[src/rtl/mnist_result_scoreboard.sv]
// mnist_result_scoreboard
//   Scores the classifier's predictions on-chip so board runs can report accuracy.
//   Ground-truth labels are queued when the pixel source starts an image. Each
//   prediction is paired in order with the oldest queued label. The block keeps
//   saturating total/hit counters, and on request computes floor(hits*100/total)
//   with a restoring divider that produces one quotient bit per cycle.
//
// Parameters
//   FIFO_DEPTH  label FIFO entries (power of 2, >= 2)
//   CNT_W       width of the total/hit counters
//
// Ports
//   clk, rst_n            clock, synchronous active-low reset
//   clear                 synchronous soft clear of counters, FIFO, flags and divider
//   label_in/label_valid  ground-truth label push; label_ready = FIFO not full
//   pred_in/pred_valid    classifier prediction (single-cycle pulse)
//   match_valid/match_hit one-cycle result of the pair just scored
//   total_cnt/hit_cnt     saturating scored / correct counters
//   report_req            start accuracy computation; busy while dividing
//   acc_pct/acc_valid     accuracy in percent, with a one-cycle update pulse
//   err_underflow         sticky: prediction arrived with no label queued
//   err_overflow          sticky: label dropped because the FIFO was full
//
// Configuration
//   MNIST_SCOREBOARD_PER_CLASS_EN adds class_sel / class_total / class_hits, backed by
//   per-label counters that are indexed by the popped label.
module mnist_result_scoreboard #(
  parameter int FIFO_DEPTH = 4,
  parameter int CNT_W      = 10
) (
  input  logic             clk,
  input  logic             rst_n,
  input  logic             clear,
  input  logic [3:0]       label_in,
  input  logic             label_valid,
  output logic             label_ready,
  input  logic [3:0]       pred_in,
  input  logic             pred_valid,
  output logic             match_valid,
  output logic             match_hit,
  output logic [CNT_W-1:0] total_cnt,
  output logic [CNT_W-1:0] hit_cnt,
  input  logic             report_req,
  output logic             busy,
  output logic [6:0]       acc_pct,
  output logic             acc_valid,
  output logic             err_underflow,
  output logic             err_overflow
`ifdef MNIST_SCOREBOARD_PER_CLASS_EN
  ,
  input  logic [3:0]       class_sel,
  output logic [CNT_W-1:0] class_total,
  output logic [CNT_W-1:0] class_hits
`endif
);

  localparam int AW = $clog2(FIFO_DEPTH);
  localparam int NW = CNT_W + 7;          // hit_cnt*100 fits in CNT_W+7 bits
  localparam int SW = $clog2(NW);
  localparam logic [CNT_W-1:0] CNT_MAX = '1;

  // ---------------- label FIFO and scoring ----------------
  logic [3:0]    fifo_mem [FIFO_DEPTH];
  logic [AW-1:0] wr_ptr, rd_ptr;
  logic [AW:0]   fill;
  logic          fifo_full, fifo_empty, do_pop, do_push, pair_hit;
  logic [3:0]    head;

  assign fifo_full   = (fill == (AW+1)'(FIFO_DEPTH));
  assign fifo_empty  = (fill == '0);
  assign label_ready = !fifo_full;
  assign head        = fifo_mem[rd_ptr];
  // An empty FIFO never forwards a same-cycle push to the pop side.
  assign do_pop      = pred_valid && !fifo_empty;
  // When full, a simultaneous pop frees the slot, so the push is accepted.
  assign do_push     = label_valid && (!fifo_full || do_pop);
  assign pair_hit    = (pred_in == head);

  always_ff @(posedge clk) begin
    if (!rst_n || clear) begin
      wr_ptr        <= '0;
      rd_ptr        <= '0;
      fill          <= '0;
      match_valid   <= 1'b0;
      match_hit     <= 1'b0;
      total_cnt     <= '0;
      hit_cnt       <= '0;
      err_underflow <= 1'b0;
      err_overflow  <= 1'b0;
    end else begin
      if (do_push) begin
        fifo_mem[wr_ptr] <= label_in;
        wr_ptr           <= wr_ptr + AW'(1);
      end
      if (do_pop) rd_ptr <= rd_ptr + AW'(1);
      if (do_push && !do_pop)      fill <= fill + (AW+1)'(1);
      else if (do_pop && !do_push) fill <= fill - (AW+1)'(1);

      match_valid <= do_pop;
      match_hit   <= do_pop && pair_hit;
      if (do_pop) begin
        if (total_cnt != CNT_MAX)           total_cnt <= total_cnt + CNT_W'(1);
        if (pair_hit && hit_cnt != CNT_MAX) hit_cnt   <= hit_cnt + CNT_W'(1);
      end
      if (pred_valid && fifo_empty)              err_underflow <= 1'b1;
      if (label_valid && fifo_full && !do_pop)   err_overflow  <= 1'b1;
    end
  end

`ifdef MNIST_SCOREBOARD_PER_CLASS_EN
  // ---------------- per-label counters ----------------
  logic [CNT_W-1:0] cls_tot [10];
  logic [CNT_W-1:0] cls_hit [10];

  always_ff @(posedge clk) begin
    if (!rst_n || clear) begin
      for (int unsigned i = 0; i < 10; i++) begin
        cls_tot[i] <= '0;
        cls_hit[i] <= '0;
      end
    end else if (do_pop && head <= 4'd9) begin
      if (cls_tot[head] != CNT_MAX)             cls_tot[head] <= cls_tot[head] + CNT_W'(1);
      if (pair_hit && cls_hit[head] != CNT_MAX) cls_hit[head] <= cls_hit[head] + CNT_W'(1);
    end
  end

  assign class_total = (class_sel <= 4'd9) ? cls_tot[class_sel] : '0;
  assign class_hits  = (class_sel <= 4'd9) ? cls_hit[class_sel] : '0;
`endif

  // ---------------- accuracy divider ----------------
  typedef enum logic [1:0] {ACC_IDLE, ACC_DIV, ACC_DONE} acc_state_t;

  acc_state_t       acc_state;
  logic [NW-1:0]    div_num;    // dividend shifts out at the top, quotient shifts in at the bottom
  logic [CNT_W-1:0] div_den;
  logic [CNT_W-1:0] div_rem;
  logic [SW-1:0]    div_step;
  logic [CNT_W:0]   rem_shift, rem_diff;
  logic             q_bit;

  assign rem_shift = {div_rem, div_num[NW-1]};
  assign rem_diff  = rem_shift - {1'b0, div_den};
  // rem < den keeps rem_shift < 2*den, so the top bit of the difference is a pure borrow.
  assign q_bit     = !rem_diff[CNT_W];

  always_ff @(posedge clk) begin
    if (!rst_n || clear) begin
      acc_state <= ACC_IDLE;
      busy      <= 1'b0;
      acc_valid <= 1'b0;
      acc_pct   <= '0;
      div_num   <= '0;
      div_den   <= '0;
      div_rem   <= '0;
      div_step  <= '0;
    end else begin
      acc_valid <= 1'b0;
      unique case (acc_state)
        ACC_IDLE: begin
          if (report_req) begin
            div_den  <= total_cnt;
            div_rem  <= '0;
            div_step <= SW'(NW - 1);
            if (total_cnt == '0) begin
              div_num   <= '0;
              acc_state <= ACC_DONE;
            end else begin
              div_num   <= NW'(hit_cnt) * NW'(100);
              acc_state <= ACC_DIV;
              busy      <= 1'b1;
            end
          end
        end
        ACC_DIV: begin
          div_rem <= q_bit ? rem_diff[CNT_W-1:0] : rem_shift[CNT_W-1:0];
          div_num <= {div_num[NW-2:0], q_bit};
          if (div_step == '0) begin
            acc_state <= ACC_DONE;
            busy      <= 1'b0;
          end else begin
            div_step <= div_step - SW'(1);
          end
        end
        ACC_DONE: begin
          acc_pct   <= div_num[6:0];
          acc_valid <= 1'b1;
          acc_state <= ACC_IDLE;
        end
        default: acc_state <= ACC_IDLE;
      endcase
    end
  end

endmodule

[config.mk]
export PLATFORM = sky130hd
export DESIGN_NAME = mnist_result_scoreboard
export DESIGN_NICKNAME = d
export VERILOG_FILES = /design/src/rtl/mnist_result_scoreboard.sv
export SDC_FILE = /design/constraint.sdc
export NUM_CORES = 1
export LEC_CHECK = 0
export CORE_ASPECT_RATIO = 0.6
export CORE_UTILIZATION = 40
export DETAILED_ROUTE_END_ITERATION = 10
export PLACE_DENSITY = 0.67
export SLEW_MARGIN = 20
export SYNTH_ARGS = -nofsm -noshare
export SYNTH_HDL_FRONTEND = slang
export SYNTH_SLANG_ARGS = --single-unit
[constraint.sdc]
create_clock -name clk -period 6.65 [get_ports clk]
set_clock_uncertainty 0.2 [all_clocks]
set_input_delay 1.6625 -clock clk [delete_from_list [all_inputs] [get_ports clk]]
set_output_delay 1.6625 -clock clk [all_outputs]
set_load 0.01 [all_outputs]
# Word-level counts from Yosys, hierarchy flattened
# Memory sizes are Yosys's and may differ from the RTL's. A register that Yosys moved wholly into a read port is not among the register bits.
# Cells that the tools add are included.
[totals]
latch_bits = 0
n_memories = 1
wordCells = 92
ramBits = 16
ff_bits = 84
romBits = 0
inputBits = 14
out_inout_bits = 34
[classes]
eq_ne = 10
mux = 25
n_mul = 1
magnitude_cmp = 0
n_reduce_logical = 30
n_addsub = 8
bitwise_logic = 0
div_mod_pow = 0
n_shift = 0
[memory_table]
columns = ["memory", "words", "width", "rd", "rd_clocked_by_memory_dff", "wr", "line_no", "source"]
rows = [
  ["fifo_mem", 4, 4, 1, 1, 1, "63", "logic [3:0] fifo_mem [FIFO_DEPTH];"],
]
[ops]
columns = ["op", "count"]
rows = [
  ["17-bit 2-to-1 mux", 2],
  ["17-bit case mux with 2 select lines", 1],
  ["10-bit by 1-bit adder with 10-bit output (second input constant)", 2],
  ["10-bit 2-to-1 mux", 2],
  ["10-bit != test (second input constant)", 2],
  ["10-bit case mux with 2 select lines", 1],
  ["10-bit by 5-bit multiplier with 15-bit output (second input constant)", 1],
  ["11-bit by 10-bit subtractor with 11-bit output", 1],
  ["10-bit zero test", 1],
  ["2-bit 2-to-1 mux", 5],
  ["5-bit 2-to-1 mux", 2],
  ["5-bit case mux with 2 select lines", 1],
  ["2-bit AND reduction", 5],
  ["1-bit logical AND", 9],
  ["2-bit != test (second input constant)", 4],
  ["1-bit 2-to-1 mux", 7],
  ["1-bit zero test", 6],
  ["3-bit 2-to-1 mux", 2],
  ["5-bit zero test", 1],
  ["5-bit by 1-bit subtractor with 5-bit output (second input constant)", 1],
  ["2-bit by 1-bit adder with 2-bit output (second input constant)", 2],
  ["4-bit == test", 1],
  ["2-bit case mux with 2 select lines", 1],
  ["4-bit AND reduction", 1],
  ["other kinds (11)", 13],
]

# Longest topological paths before layout
# Gate-level depths: netlist (run 1).
[logic_depth]
ltp_word = 9
ltp_mapped = 12
mapped_depth_nobuf = 12

# Worst setup path after synthesis (run 1)
# OpenSTA, ideal clock, no wires.
[synth_path]
path_kind = "input to register"
from = "in pred_valid"
to = "reg fill[2]"
setup_slack_ps = 3158
setup_time_ps = 71
required_ps = 6379
n_path_buf = 1
cell_stages = 9
t_arrival_ps = 3222
path_cell_list = "nor2_1 nor2b_1 clkbuf_1 ha_1 inv_1 fa_1 xor2_1 or3_1 a21oi_1"
[synth_via]
elab_chain_cells = 6
word_cells_on_any_way = 9
cone_classes = "1 x mux; 8 x reduce/logical"
[synth_rtl]
columns = ["element", "line_no", "source"]
rows = [
  ["from (decl)", "38", "input logic pred_valid,"],
  ["1-bit logical AND *", "74", "assign do_pop = pred_valid && !fifo_empty;"],
  ["1-bit logical OR *", "76", "assign do_push = label_valid && (!fifo_full || do_pop);"],
  ["1-bit logical AND *", "76", ""],
  ["via do_push", "66", "logic fifo_full, fifo_empty, do_pop, do_push, pair_hit;"],
  ["1-bit zero test", "97", "else if (do_pop && !do_push) fill <= fill - (AW+1)'(1);"],
  ["1-bit logical AND", "97", ""],
  ["2-bit nonzero test (no source line)", "-", ""],
  ["to (signal assigned)", "96", "if (do_push && !do_pop) fill <= fill + (AW+1)'(1);"],
  ["to (signal assigned)", "97", ""],
  ["to (decl)", "65", "logic [AW:0] fill;"],
]
# Mark *: on every way through the listed nets, which the timed path passes. The rest lies on a longest branch.
# A chain may end at the register's enable or synchronous reset.

# Worst setup path after layout (run 1)
[layout_path]
from = "in rst_n"
to = "reg div_rem[5]"
[layout_via]
elab_chain_cells = 2
[layout_rtl]
columns = ["element", "line_no", "source"]
rows = [
  ["from (decl)", "32", "input logic rst_n,"],
  ["1-bit zero test", "148", "if (!rst_n || clear) begin"],
  ["1-bit logical OR", "148", ""],
  ["to (signal assigned)", "176", "div_rem <= q_bit ? rem_diff[CNT_W-1:0] : rem_shift[CNT_W-1:0];"],
  ["to (decl)", "137", "logic [CNT_W-1:0] div_rem;"],
]
# No other way between the ends.

==> results.txt, run 1 <==
outcome -> finished, final reports clean
Reg clk slew, reported paths -> 0.08 ns
sequential element share of the synthesized area -> 38.4%
top-count cell post-synth -> dfxtp_1
Routed Antenna Nets -> 0
Slew HR -> 35.8%
total track usage -> 18.7%
Buffers on Ports -> 47
Pins Over Slew Limit -> 0
Max-Cap Viols -> 0
Post-synth EDFFs -> 16
vias in the first global route -> 4,368
drt pass-1 iters -> 6
dpl hpwl -> 9530 um
CP cell instances -> clkdlybuf4s50_1, or2b_4, nor2_1, o21ai_0, nand4b_1, o211ai_1
P_leak -> 2.64 nW
Net Sw Frac -> 25.3%
Post-CTS Setup Inserts -> 0
Residual DRC -> 0
NetSw -> 0.316 mW
Min-Delay Path Class -> reg -> reg
layout cell share with drive strength beyond 1 -> 4.20%
final-report hold violation count -> 0
cell taking the most area after synthesis -> dfxtp_1
Worst Tran Pin Value -> 0.960 ns
Setup violations, final -> 0
Internal -> 0.932 mW
Max FO, Critical Path -> 78
Top Family by Delay on Critical Path -> simple AND/OR/NAND/NOR gates
r2r setup slk -> 3.08 ns
Power, Total -> 1.25 mW
# diodes -> 0
Slowest cell on crit path -> nor2_1
Layout Nets -> 738
synth top area cells -> dfxtp_1, ha_1, edfxtp_1, nor2_1, nand2_1
Setup CP Type -> in -> reg
vias per cell -> 5.40
Critical Path Start Type -> primary input
RSZ-0062 raised after global routing -> false
Distinct cells, synth -> 61
post-synth net total -> 706
Starting Density -> 41.5%
Cells after Synth -> 630
Area after DPL -> 6350 um^2
I/O pins -> 48
filler cell count -> 1,313
Comb power frac -> 6.7%
die width -> 157 um
Synth Register Bits -> 102
Max clock buf depth -> 2
via count -> 4,642
GPL Wtd Cong -> 0.894
core area -> 13,800 um^2
complex-gate fraction of the synthesized area -> 13.6%
pwr dens -> 188 nW/um^2
ratio of final minimum period to clock period -> 60.9%
synth warn -> 0
Post-Synth Adder-Cell Area -> 14.4%
setup TNS -> 0 ns
Max VDD drop -> 0.000115 V
DRT iter0 DRCs -> 391
mux cell area share after synthesis -> 3.93%
CTS Buf Count -> 9
root buffer cell -> clkbuf_16
crit path capture type -> register
post-synthesis cell area -> 5730 um^2
DR WL/cell -> 15.1 um
largest net degree at the start of global routing -> 79
Seq. cell area -> 2200 um^2
largest family of logic cells by synthesized area -> simple AND/OR/NAND/NOR gates
drt total wl -> 13,000 um
post-synth top area share -> 30.0%
first-pass GRT wire length -> 21,700 um
# rows -> 33
gr ovfl total -> 0
simple-gate portion of the synthesized area -> 19.2%
PostCTS Resize Cnt -> 0
critical path's largest stage delay -> 0.85 ns
initial antenna violation count -> 0
total die area -> 14,800 um^2
Area growth syn-to-layout -> 16.0%
Post-CTS Hold Fix Bufs -> 0
Max Freq -> 0.247 GHz
Reg power frac -> 51.1%
minimum clock period -> 4.05 ns
Multi-input gate area -> 3250 um^2
DP Worst Slack -> 2.32 ns
Core Util, Final -> 48.1%
Syn Area/Cell -> 9.10 um^2
WP data required -> 6.72 ns
final instance area -> 6650 um^2
CTS tree -> done
xor/xnor share of the synthesized area -> 5.43%
Die Y -> 94.7 um
setup ws final -> 2.60 ns
top_reg_cell synth -> dfxtp_1
H-tree level count -> 3
Clock Latency Late Sink -> 0.35 ns
commonest cells in the netlist -> dfxtp_1, nor2_1, nand2_1, ha_1, inv_1
ys async rst share -> 0%
CP arrival -> 4.12 ns
Clock Power Share -> 42.2%
Sink Count -> 102
CP bufs+invs -> 1
-- placed cells by master (no fill, tap or decap), types with 16 or more instances in the layout --
master	n
xnor2_1	18
inv_1	44
nor2_1	75
a21oi_1	34
nand2_1	68
dfxtp_1	86
edfxtp_1	16
clkdlybuf4s50_1	47
nor3_1	17
and3_1	17
ha_1	55
-- metrics by stage --
stage	instances	hold slack, ns
3_3_place_gp	843	0.247
5_1_grt	859	0.292
4_1_cts	859	0.263
6_report	859	0.261
2_1_floorplan	630	0.236
3_5_place_dp	843	0.252
-- path summary, 6_finish.rpt --
kind / startpoint / cells past startpoint / to
max: rst_n / 6 / div_rem[5]
min: div_den[6] / 2 / div_den[6]
min reg2reg: div_den[6] / 2 / div_den[6]
max reg2reg: hit_cnt[3] / 10 / div_num[14]
-- area by class of cell --
cell class,count,share of cell area [%]
repair buffers,50,7.41
multi-input cells,455,48.8
flip-flops and latches,102,33.1
clock buffers,9,3.39
inverters,44,2.48
clock inverters,7,1.17
well taps,192,3.61
-- flip-flops by register name (all words and copies together), names as in the netlist, 3 cells and up, named ones only --
signal,cells
div_rem,10
div_den,10
div_step,5
hit_cnt,10
fill,3
total_cnt,10
acc_pct,7
div_num,17
fifo_mem,16
-- tightest hold or removal path: stages (launching register included) --
cell	delay, ns
dfxtp_1	0.31
nand2_1	0.05
a21oi_1	0.05
-- kinds of logic (layout without fill, tap and decap cells) --
group,after synthesis,count (layout)
flops,102,102
xor+xnor,33,33
compound gates,113,113
simple gates,231,231
fa+ha+maj,62,62
mux,16,16
buf+inv,73,110
-- power groups by stage --
stage | Sequential (mW) | Clock, mW | Combinational [mW]
floorplan | 0.652 | 0 | 0.0567
CTS | 0.638 | 0.540 | 0.0832
finish | 0.638 | 0.526 | 0.0833
detailed placement | 0.652 | 0 | 0.0827
global route | 0.639 | 0.565 | 0.0911
global placement | 0.652 | 0 | 0.0805
-- per-layer routing --
layer / GRT usage [%] / routed length [um]
met5: 0 / 0
met4: 4.66 / 153
met3: 3.85 / 752
met2: 27.9 / 5400
met1: 27.3 / 6670
No activity file was read; power rests on OpenSTA's default activity.
==> run 2: changes to the inputs <==
==> constraint.sdc (replaced) <==
create_clock -name clk -period 3.8 [get_ports clk]
set_clock_uncertainty 0.2 [all_clocks]
set_input_delay 0.95 -clock clk [delete_from_list [all_inputs] [get_ports clk]]
set_output_delay 0.95 -clock clk [all_outputs]
set_load 0.01 [all_outputs]
==> results.txt, run 2 (synthesized netlist as in run 1, its figures left out) <==
Pins Over Slew Limit -> 0
CTS Buf Count -> 9
minimum clock period -> 3.46 ns
Slew HR -> 37.1%
vias per cell -> 5.39
Max clock buf depth -> 2
Internal -> 1.69 mW
core area -> 13,800 um^2
H-tree level count -> 3
RSZ-0062 raised after global routing -> false
# diodes -> 0
dpl hpwl -> 9640 um
initial antenna violation count -> 0
CP arrival -> 3.49 ns
pwr dens -> 333 nW/um^2
Residual DRC -> 0
setup TNS -> 0 ns
Buffers on Ports -> 47
drt total wl -> 13,000 um
Net Sw Frac -> 24.1%
CP cell instances -> ha_1, ha_1, fa_1, ha_1, nor2b_1, o31a_1, o21a_1, o211ai_1, a2111oi_0, or3_1
Sink Count -> 102
Clock Latency Late Sink -> 0.35 ns
Core Util, Final -> 48.4%
Setup CP Type -> reg -> reg
largest net degree at the start of global routing -> 39
CP bufs+invs -> 0
Post-CTS Setup Inserts -> 0
r2r setup slk -> 0.34 ns
vias in the first global route -> 4,404
DR WL/cell -> 15.1 um
CTS tree -> done
Max-Cap Viols -> 0
RR Startpoint -> hit_cnt[3]
layout cell share with drive strength beyond 1 -> 4.77%
gr ovfl total -> 0
Comb power frac -> 6.6%
Max FO, Critical Path -> 6
Setup violations, final -> 0
Post-CTS Hold Fix Bufs -> 0
DRT iter0 DRCs -> 329
via count -> 4,652
Layout Nets -> 742
crit path capture type -> register
critical path's largest stage delay -> 0.46 ns
WP data required -> 3.83 ns
Reg power frac -> 50.0%
Critical Path Start Type -> register
die width -> 157 um
Worst Tran Pin Value -> 0.931 ns
Multi-input gate area -> 3250 um^2
hold path depth -> 2
most frequent cells in the layout -> dfxtp_1, nor2_1, nand2_1
first-pass GRT wire length -> 21,900 um
PostCTS Resize Cnt -> 0
GPL Wtd Cong -> 0.871
commonest non-fill, non-tap cell in the layout -> dfxtp_1
Min-Delay Path Class -> reg -> reg
drt pass-1 iters -> 5
total track usage -> 19.0%
# rows -> 33
P_leak -> 2.67 nW
Largest regs -> div_num (17), fifo_mem (16)
Worst Hold End -> div_den[7]
ratio of final minimum period to clock period -> 90.9%
Seq. cell area -> 2200 um^2
Worst R2R Path Depth -> 10
Starting Density -> 41.5%
Hold Path Origin -> div_den[7]
Max Freq -> 0.289 GHz
Max VDD drop -> 0.000230 V
root buffer cell -> clkbuf_16
final-report hold violation count -> 0
FF-to-FF End -> div_num[14]
outcome -> finished, final reports clean
I/O pins -> 48
Slowest cell on crit path -> fa_1
total die area -> 14,800 um^2
CP dominant cell by count -> ha_1
max FFs per register -> 17
Top Family by Delay on Critical Path -> adder cells
Reg clk slew, reported paths -> 0.07 ns
NetSw -> 0.537 mW
Area growth syn-to-layout -> 16.7%
Die Y -> 94.7 um
filler cell count -> 1,271
Routed Antenna Nets -> 0
Power, Total -> 2.23 mW
Most flops, register -> div_num
Clock Power Share -> 43.3%
[run 2: worst max-delay path by stage]
stage	slack, ns	startpoint	to	depth (start not counted)
global placement	0.47	hit_cnt[2]	div_num[14]	10
detailed placement	0.38	hit_cnt[3]	div_num[14]	10
CTS	0.38	hit_cnt[3]	div_num[14]	10
global route	0.13	hit_cnt[0]	div_num[15]	10
floorplan	0.53	hit_cnt[3]	div_num[14]	10
finish	0.34	hit_cnt[3]	div_num[14]	10
[run 2: final cells by class]
| class | instances | area share, % |
|---|---|---|
| Clock buffer | 9 | 3.37 |
| Clock inverter | 7 | 1.36 |
| Inverter | 44 | 2.47 |
| Multi-Input combinational cell | 455 | 48.5 |
| Sequential cell | 102 | 32.9 |
| Tap cell | 192 | 3.59 |
| Timing Repair Buffer | 54 | 7.81 |
[run 2: power by group through the flow]
| stage | Sequential (mW) | Combinational [mW] | Clock [mW] |
|---|---|---|---|
| floorplan | 1.14 | 0.0992 | 0 |
| global placement | 1.14 | 0.143 | 0 |
| detailed placement | 1.14 | 0.147 | 0 |
| CTS | 1.12 | 0.148 | 0.988 |
| global route | 1.12 | 0.164 | 1.03 |
| finish | 1.12 | 0.148 | 0.966 |
[run 2: metal layers]
layer	part of all wire, %	GRT usage [%]
met3	5.5	3.90
met2	42	28.8
met4	0.71	4.58
met5	0	0
met1	51	27.4
[run 2: worst register-to-register path, delay by kind of cell, from the launching register on]
family / cells / cell delay [ns]
AO/OA/AOI/OAI: 4 / 0.80
adder cells (fa/ha/maj): 4 / 1.38
flip-flops: 1 / 0.44
AND/OR/NAND/NOR: 2 / 0.50
[run 2: through the flow]
step	worst slack [ns]	instance area [um^2]	hold slack, ns	cells
2_1_floorplan	0.528	5730	0.236	630
3_3_place_gp	0.470	6380	0.248	847
4_1_cts	0.379	6690	0.261	863
3_5_place_dp	0.383	6380	0.250	847
5_1_grt	0.130	6690	0.272	863
6_report	0.344	6690	0.260	863
